## src/rtl/imm_alu_sequencer.sv

```systemverilog
// rtl/imm_alu_sequencer.sv - T-state control sequencer for ANDI/ORI/ADDI immediate instructions
module imm_alu_sequencer #(
    parameter int                    OPC_W       = 5,
    parameter int                    ALU_OP_W    = 4,
    parameter int                    STEP_CYCLES = 1,
    parameter logic [OPC_W-1:0]      OPC_ANDI    = 5'b01100,
    parameter logic [OPC_W-1:0]      OPC_ORI     = 5'b01101,
    parameter logic [OPC_W-1:0]      OPC_ADDI    = 5'b01011,
    parameter logic [ALU_OP_W-1:0]   ALU_AND     = 4'b0101,
    parameter logic [ALU_OP_W-1:0]   ALU_OR      = 4'b0110,
    parameter logic [ALU_OP_W-1:0]   ALU_ADD     = 4'b0011
) (
    input  logic                clock,
    input  logic                clear,
    input  logic                run,
    input  logic [31:0]         ir,
    input  logic                mem_ready,
    output logic                PCout,
    output logic                Zlowout,
    output logic                Read,
    output logic                MD_read,
    output logic                MDRout,
    output logic                Grb,
    output logic                Rout,
    output logic                Csignout,
    output logic                Gra,
    output logic                MARin,
    output logic                IncPC,
    output logic                Zlowin,
    output logic                PCin,
    output logic                MDRin,
    output logic                IRin,
    output logic                Yin,
    output logic                Rin,
    output logic [ALU_OP_W-1:0] alu_op,
    output logic                busy,
    output logic                done,
    output logic                illegal
);

    localparam logic [2:0] S_IDLE = 3'd0;
    localparam logic [2:0] S_T0   = 3'd1;
    localparam logic [2:0] S_T1   = 3'd2;
    localparam logic [2:0] S_T2   = 3'd3;
    localparam logic [2:0] S_T3   = 3'd4;
    localparam logic [2:0] S_T4   = 3'd5;
    localparam logic [2:0] S_T5   = 3'd6;
    localparam logic [2:0] S_T6   = 3'd7;

    localparam logic [3:0] LAST_CNT = 4'(STEP_CYCLES - 1);

    logic [2:0]       state_q, state_d;
    logic [3:0]       cnt_q, cnt_d;
    logic             last_cyc;
    logic [OPC_W-1:0] opc;
    logic             opc_ok;
    logic             unused_ir_bits;

    assign opc            = ir[31:32-OPC_W];
    assign unused_ir_bits = ^ir[31-OPC_W:0];
    assign last_cyc       = (cnt_q == LAST_CNT);
    assign opc_ok         = (opc == OPC_ANDI) || (opc == OPC_ORI) || (opc == OPC_ADDI);

    always_comb begin
        state_d = state_q;
        case (state_q)
            S_IDLE: if (run) state_d = S_T0;
            S_T0:   if (last_cyc) state_d = S_T1;
            // T1 waits for memory; the counter saturates at its last value meanwhile
            S_T1:   if (last_cyc && mem_ready) state_d = S_T2;
            S_T2:   if (last_cyc) state_d = S_T3;
            S_T3:   if (last_cyc) state_d = S_T4;
            S_T4: begin
                if (!opc_ok)       state_d = S_IDLE;
                else if (last_cyc) state_d = S_T5;
            end
            S_T5:   if (last_cyc) state_d = S_T6;
            S_T6:   if (last_cyc) state_d = run ? S_T0 : S_IDLE;
            default: state_d = S_IDLE;
        endcase
    end

    always_comb begin
        cnt_d = cnt_q;
        if (state_q == S_IDLE || state_d != state_q) begin
            cnt_d = 4'd0;
        end else if (!last_cyc) begin
            cnt_d = cnt_q + 4'd1;
        end
    end

    always_ff @(posedge clock or negedge clear) begin
        if (!clear) begin
            state_q <= S_IDLE;
            cnt_q   <= 4'd0;
        end else begin
            state_q <= state_d;
            cnt_q   <= cnt_d;
        end
    end

    always_comb begin
        PCout    = 1'b0;
        Zlowout  = 1'b0;
        Read     = 1'b0;
        MD_read  = 1'b0;
        MDRout   = 1'b0;
        Grb      = 1'b0;
        Rout     = 1'b0;
        Csignout = 1'b0;
        Gra      = 1'b0;
        MARin    = 1'b0;
        IncPC    = 1'b0;
        Zlowin   = 1'b0;
        PCin     = 1'b0;
        MDRin    = 1'b0;
        IRin     = 1'b0;
        Yin      = 1'b0;
        Rin      = 1'b0;
        alu_op   = '0;
        done     = 1'b0;
        illegal  = 1'b0;
        case (state_q)
            S_T0: begin
                PCout  = 1'b1;
                MARin  = last_cyc;
                IncPC  = last_cyc;
                Zlowin = last_cyc;
            end
            S_T1: begin
                Zlowout = 1'b1;
                Read    = 1'b1;
                PCin    = last_cyc && mem_ready;
            end
            S_T2: begin
                MD_read = 1'b1;
                MDRin   = last_cyc;
            end
            S_T3: begin
                MDRout = 1'b1;
                IRin   = last_cyc;
            end
            // ir first becomes trustworthy here; a bad opcode aborts the instruction
            S_T4: begin
                if (opc_ok) begin
                    Grb  = 1'b1;
                    Rout = 1'b1;
                    Yin  = last_cyc;
                end else begin
                    illegal = 1'b1;
                end
            end
            S_T5: begin
                Csignout = 1'b1;
                Zlowin   = last_cyc;
                if (opc == OPC_ANDI)      alu_op = ALU_AND;
                else if (opc == OPC_ORI)  alu_op = ALU_OR;
                else if (opc == OPC_ADDI) alu_op = ALU_ADD;
            end
            S_T6: begin
                Zlowout = 1'b1;
                Gra     = 1'b1;
                Rin     = last_cyc;
                done    = last_cyc;
            end
            default: ;
        endcase
    end

    assign busy = (state_q != S_IDLE);

endmodule
```

## config.mk

```make
export PLATFORM = sky130hd
export DESIGN_NAME = imm_alu_sequencer
export DESIGN_NICKNAME = d
export VERILOG_FILES = /design/src/rtl/imm_alu_sequencer.sv
export SDC_FILE = /design/constraint.sdc
export NUM_CORES = 1
export LEC_CHECK = 0
export CELL_PAD_IN_SITES_DETAIL_PLACEMENT = 0
export CELL_PAD_IN_SITES_GLOBAL_PLACEMENT = 2
export CORE_ASPECT_RATIO = 1.2
export CORE_MARGIN = 2
export CORE_UTILIZATION = 15
export CTS_BUF_LIST = sky130_fd_sc_hd__clkbuf_4 sky130_fd_sc_hd__clkbuf_8 sky130_fd_sc_hd__clkbuf_16
export CTS_CLUSTER_SIZE = 30
export DETAILED_ROUTE_END_ITERATION = 16
export PLACE_DENSITY = 0.84
export SYNTH_ARGS = -nofsm -noshare
export SYNTH_HDL_FRONTEND = slang
export SYNTH_SLANG_ARGS = --single-unit
export TNS_END_PERCENT = 1
```

## constraint.sdc

```tcl
create_clock -name clock -period 2.1 [get_ports clock]
set_clock_uncertainty 0.2 [all_clocks]
set_input_delay 0.42 -clock clock [delete_from_list [all_inputs] [get_ports clock]]
set_output_delay 0.42 -clock clock [all_outputs]
set_load 0.005 [all_outputs]
```

==> qor.log <==
[status] status finished with violations
[status] violated checks setup timing
[floorplan] die height 77.6 um
[timing] number of endpoints with negative hold slack in the final report 0
[logic_synthesis] post-synthesis cell type with the largest combined area dfrtp_1
[logic_synthesis] fraction of synthesized cell area taken by the top area cell type 0.259
[timing] Final setup violation count 12
[job] max-cap viol count 0
[power] total power 1.28 mW
[clock_tree] number of buffers created by CTS 3
[logic_synthesis] fraction of registers with async set or reset after synthesis 1.00
[final_layout] fraction of final layout cells sized beyond drive strength 1 0.549
[grt] GRT Util Overall 0.0954
[final_layout] net total in the final layout 183
[power] VDD IR max 0.316 mV
[detailed_routing] Iter 0 DRT Violations 16
[timing] timing-limited maximum frequency 440 MHz
[detailed_routing] routed length per instance 11.8 um
[setup_path] Critical Path Slowest Stage Cell or3b_4
[hold_path] Tightest Hold Check Type primary input to asynchronous set/reset pin
[detailed_routing] top routing layer used met4
[detailed_routing] post-route DRC violation count 0
[clock_tree] cell at the root of the clock tree clkbuf_8
[detailed_routing] detailed-route via count 837
[detailed_routing] wire length the detailed router placed on met1 971 um
[final_layout] synth-to-layout area growth 101%
[grt] number of global-route vias before repair 844
[placement] # placed instances 185
[timing] post-layout min period 2270 ps
[timing] final slew viol count 0
[setup_path] arrival time reported for the critical path endpoint 1650 ps
[setup_path] critical path capture point type output port
[final_layout] fin cells 200
[timing] RSZ-0062 raised after global routing true
[floorplan] Die Outline Area 5070 um2
[grt] initial antenna violation count 0
[placement] Post-Place Setup Slack -635 ps
[grt] largest net degree at the start of global routing 13
[setup_path] Crit Path Category register to output port
[logic_synthesis] number of distinct library cells after synthesis 37
[logic_synthesis] largest cells by area after synthesis dfrtp_1 26%, buf_4 5.5%, nor2_1 5.0%, buf_6 5.0%, nor3_1 4.4%
[clock_tree] H-tree levels 1
[floorplan] horizontal die dimension 65.3 um
[grt] global-route wire length before repair 3.94 mm
[timing] share of the clock period used by the worst path after layout 1.08
[clock_tree] Clock transition at path regs 40 ps
[detailed_routing] residual antenna-violating net count after detailed routing 0
[setup_path] maximum single-stage delay on the critical path 400 ps
[setup_path] cell chain of the critical path inv_1 -> ha_2 -> or3b_4 -> buf_6 -> nor4_4 -> buf_2
[timing] smallest hold slack 262 ps
[clock_tree] worst-case clock buffer depth 2
[clock_tree] later-pin clock latency in the skew report 230 ps
[detailed_routing] detailed-router iteration count before antenna repair 4
[floorplan] IO Count 60
[setup_path] Worst EP required 1480 ps
[logic_synthesis] netlist area before placement 677 um2
[logic_synthesis] sequential-to-total area share from yosys stat 0.259
[clock_tree] hold buffer count at CTS 0
[floorplan] Initial Utilization 0.158
[logic_synthesis] Cells after Synth 82
[logic_synthesis] mean instance size in the synthesized netlist 8.25 um2
[clock_tree] clock tree from TritonCTS done
[logic_synthesis] yosys warns 0
[placement] HPWL after DPL 1.71 mm
[logic_synthesis] ys flop type dfrtp_1
[detailed_routing] total met3 wirelength after detailed routing 182 um
[logic_synthesis] net count of the mapped netlist 120
[detailed_routing] final wirelength 2.36 mm
[timing] slack of the critical path -171 ps
[logic_synthesis] number of synthesized register bits 7
[logic_synthesis] number of flops mapped to enable cells by yosys 0
[clock_tree] number of clock sinks seen by CTS 7
[floorplan] core area 4290 um2
[floorplan] number of placement rows 26
[power] LEAKAGE 0.672 nW
[power] pwr dens 946 nW/um2
[setup_path] Critical Path Fanout Max 3
[detailed_routing] detailed route wirelength on metal2 1.18 mm
[placement] final RePlAce weighted congestion 0.736
[detailed_routing] Via density 4.19
[final_layout] antenna cell count 0
[grt] grt ovf 0
[placement] number of buffer cells added on primary ports 31
[setup_path] crit start category register
## cell usage in the layout (no fill, tap or decap), drive strengths merged, types with 2 or more instances in the layout
cell type	synthesis	final
dlygate4sd2	0	8
and3	2	2
nand2	5	5
buf	8	48
and2	2	2
nand3	2	2
nand2b	3	3
nor2	9	9
o21ai	5	5
ha	2	2
a22oi	2	2
clkdlybuf4s50	0	6
nor3	6	6
xnor2	2	2
nor3b	4	4
dfrtp	7	7
inv	3	3
clkbuf	1	6
clkdlybuf4s15	0	2
## worst paths after layout
kind / startpoint / to / slack, ps / cells past startpoint
hold reg to reg: cnt_q[0]$_DFFE_PN0P_ / cnt_q[0]$_DFFE_PN0P_ / 430 / 3
hold / removal: clear / cnt_q[1]$_DFFE_PN0P_ / 260 / 1
setup / recovery: cnt_q[0]$_DFFE_PN0P_ / Yin / -170 / 6
max in group asynchronous: clear / state_q[0]$_DFF_PN0_ / 1170 / 1
min in group clock: cnt_q[0]$_DFFE_PN0P_ / cnt_q[0]$_DFFE_PN0P_ / 430 / 3
setup reg to reg: cnt_q[0]$_DFFE_PN0P_ / state_q[0]$_DFF_PN0_ / -100 / 11
## power breakdown
group | internal (mW) | switching, mW | leakage, nW
Combinational | 0.477 | 0.382 | 0.555
Clock | 0.144 | 0.0568 | 0.0262
Sequential | 0.167 | 0.0570 | 0.0907
## cell families (layout without fill, tap and decap cells)
family          count (synthesis)  in the layout  share of synthesized area
fa+ha+maj                       2              2                     0.0370
xor+xnor                        3              3                     0.0388
simple gates                   39             39                      0.314
flops                           7              7                      0.259
buf+inv                        12             74                      0.128
compound gates                 18             18                      0.218
other cells                     1              1                    0.00554
## sequential cells by signal (all words and copies together) (netlist names)
register / count
cnt_q: 4
state_q: 3
## critical path: cells and delay by family, from the launching register on
family / cells / cell delay (ps)
fa+ha+maj: 1 / 180
flops: 1 / 360
buf+inv: 3 / 350
simple gates: 2 / 530
## layout make-up
cell class,count,area [um2]
Fill cell,487,2940
Sequential cell,7,178
Multi-Input combinational cell,63,532
Clock buffer,4,48.8
Tap cell,56,70.1
Inverter,3,11.3
Timing Repair Buffer,67,518
## what timing repair did
action | CTS | global route
cloned | 0 | 0
gates resized for setup | 88 | 8
buffers inserted | 9 | 2
pin swaps | 6 | 0
endpoints found under the setup margin | 23 | 18
hold endpoints to repair | 0 | 0
## metal layers
| layer | vias up | global-route usage |
|---|---|---|
| met3 | 2 | 0.0246 |
| met2 | 33 | 0.173 |
| met4 | 0 | 0.0250 |
| met5 | - | 0 |
| met1 | 393 | 0.108 |
| li1 | 409 | - |
## Yosys cell counts, types with 2 or more instances
| library cell | number |
|---|---|
| a22oi_1 | 2 |
| and2_1 | 2 |
| and3_1 | 2 |
| buf_4 | 5 |
| buf_6 | 3 |
| dfrtp_1 | 7 |
| ha_1 | 2 |
| inv_1 | 3 |
| nand2_1 | 5 |
| nand2b_1 | 3 |
| nand3_1 | 2 |
| nor2_1 | 9 |
| nor3_1 | 6 |
| nor3b_1 | 3 |
| o21ai_0 | 5 |
| xnor2_1 | 2 |
## stage by stage
step / util / cell area, um2 / TNS [ps]
floorplan: - / 677 / 0
global placement: 0.272 / 1170 / -4800
detailed placement: 0.272 / 1170 / -5900
CTS: 0.312 / 1340 / -1050
global route: 0.316 / 1360 / -2420
finish: 0.316 / 1360 / -1380
(Power assumes the default switching activity.)
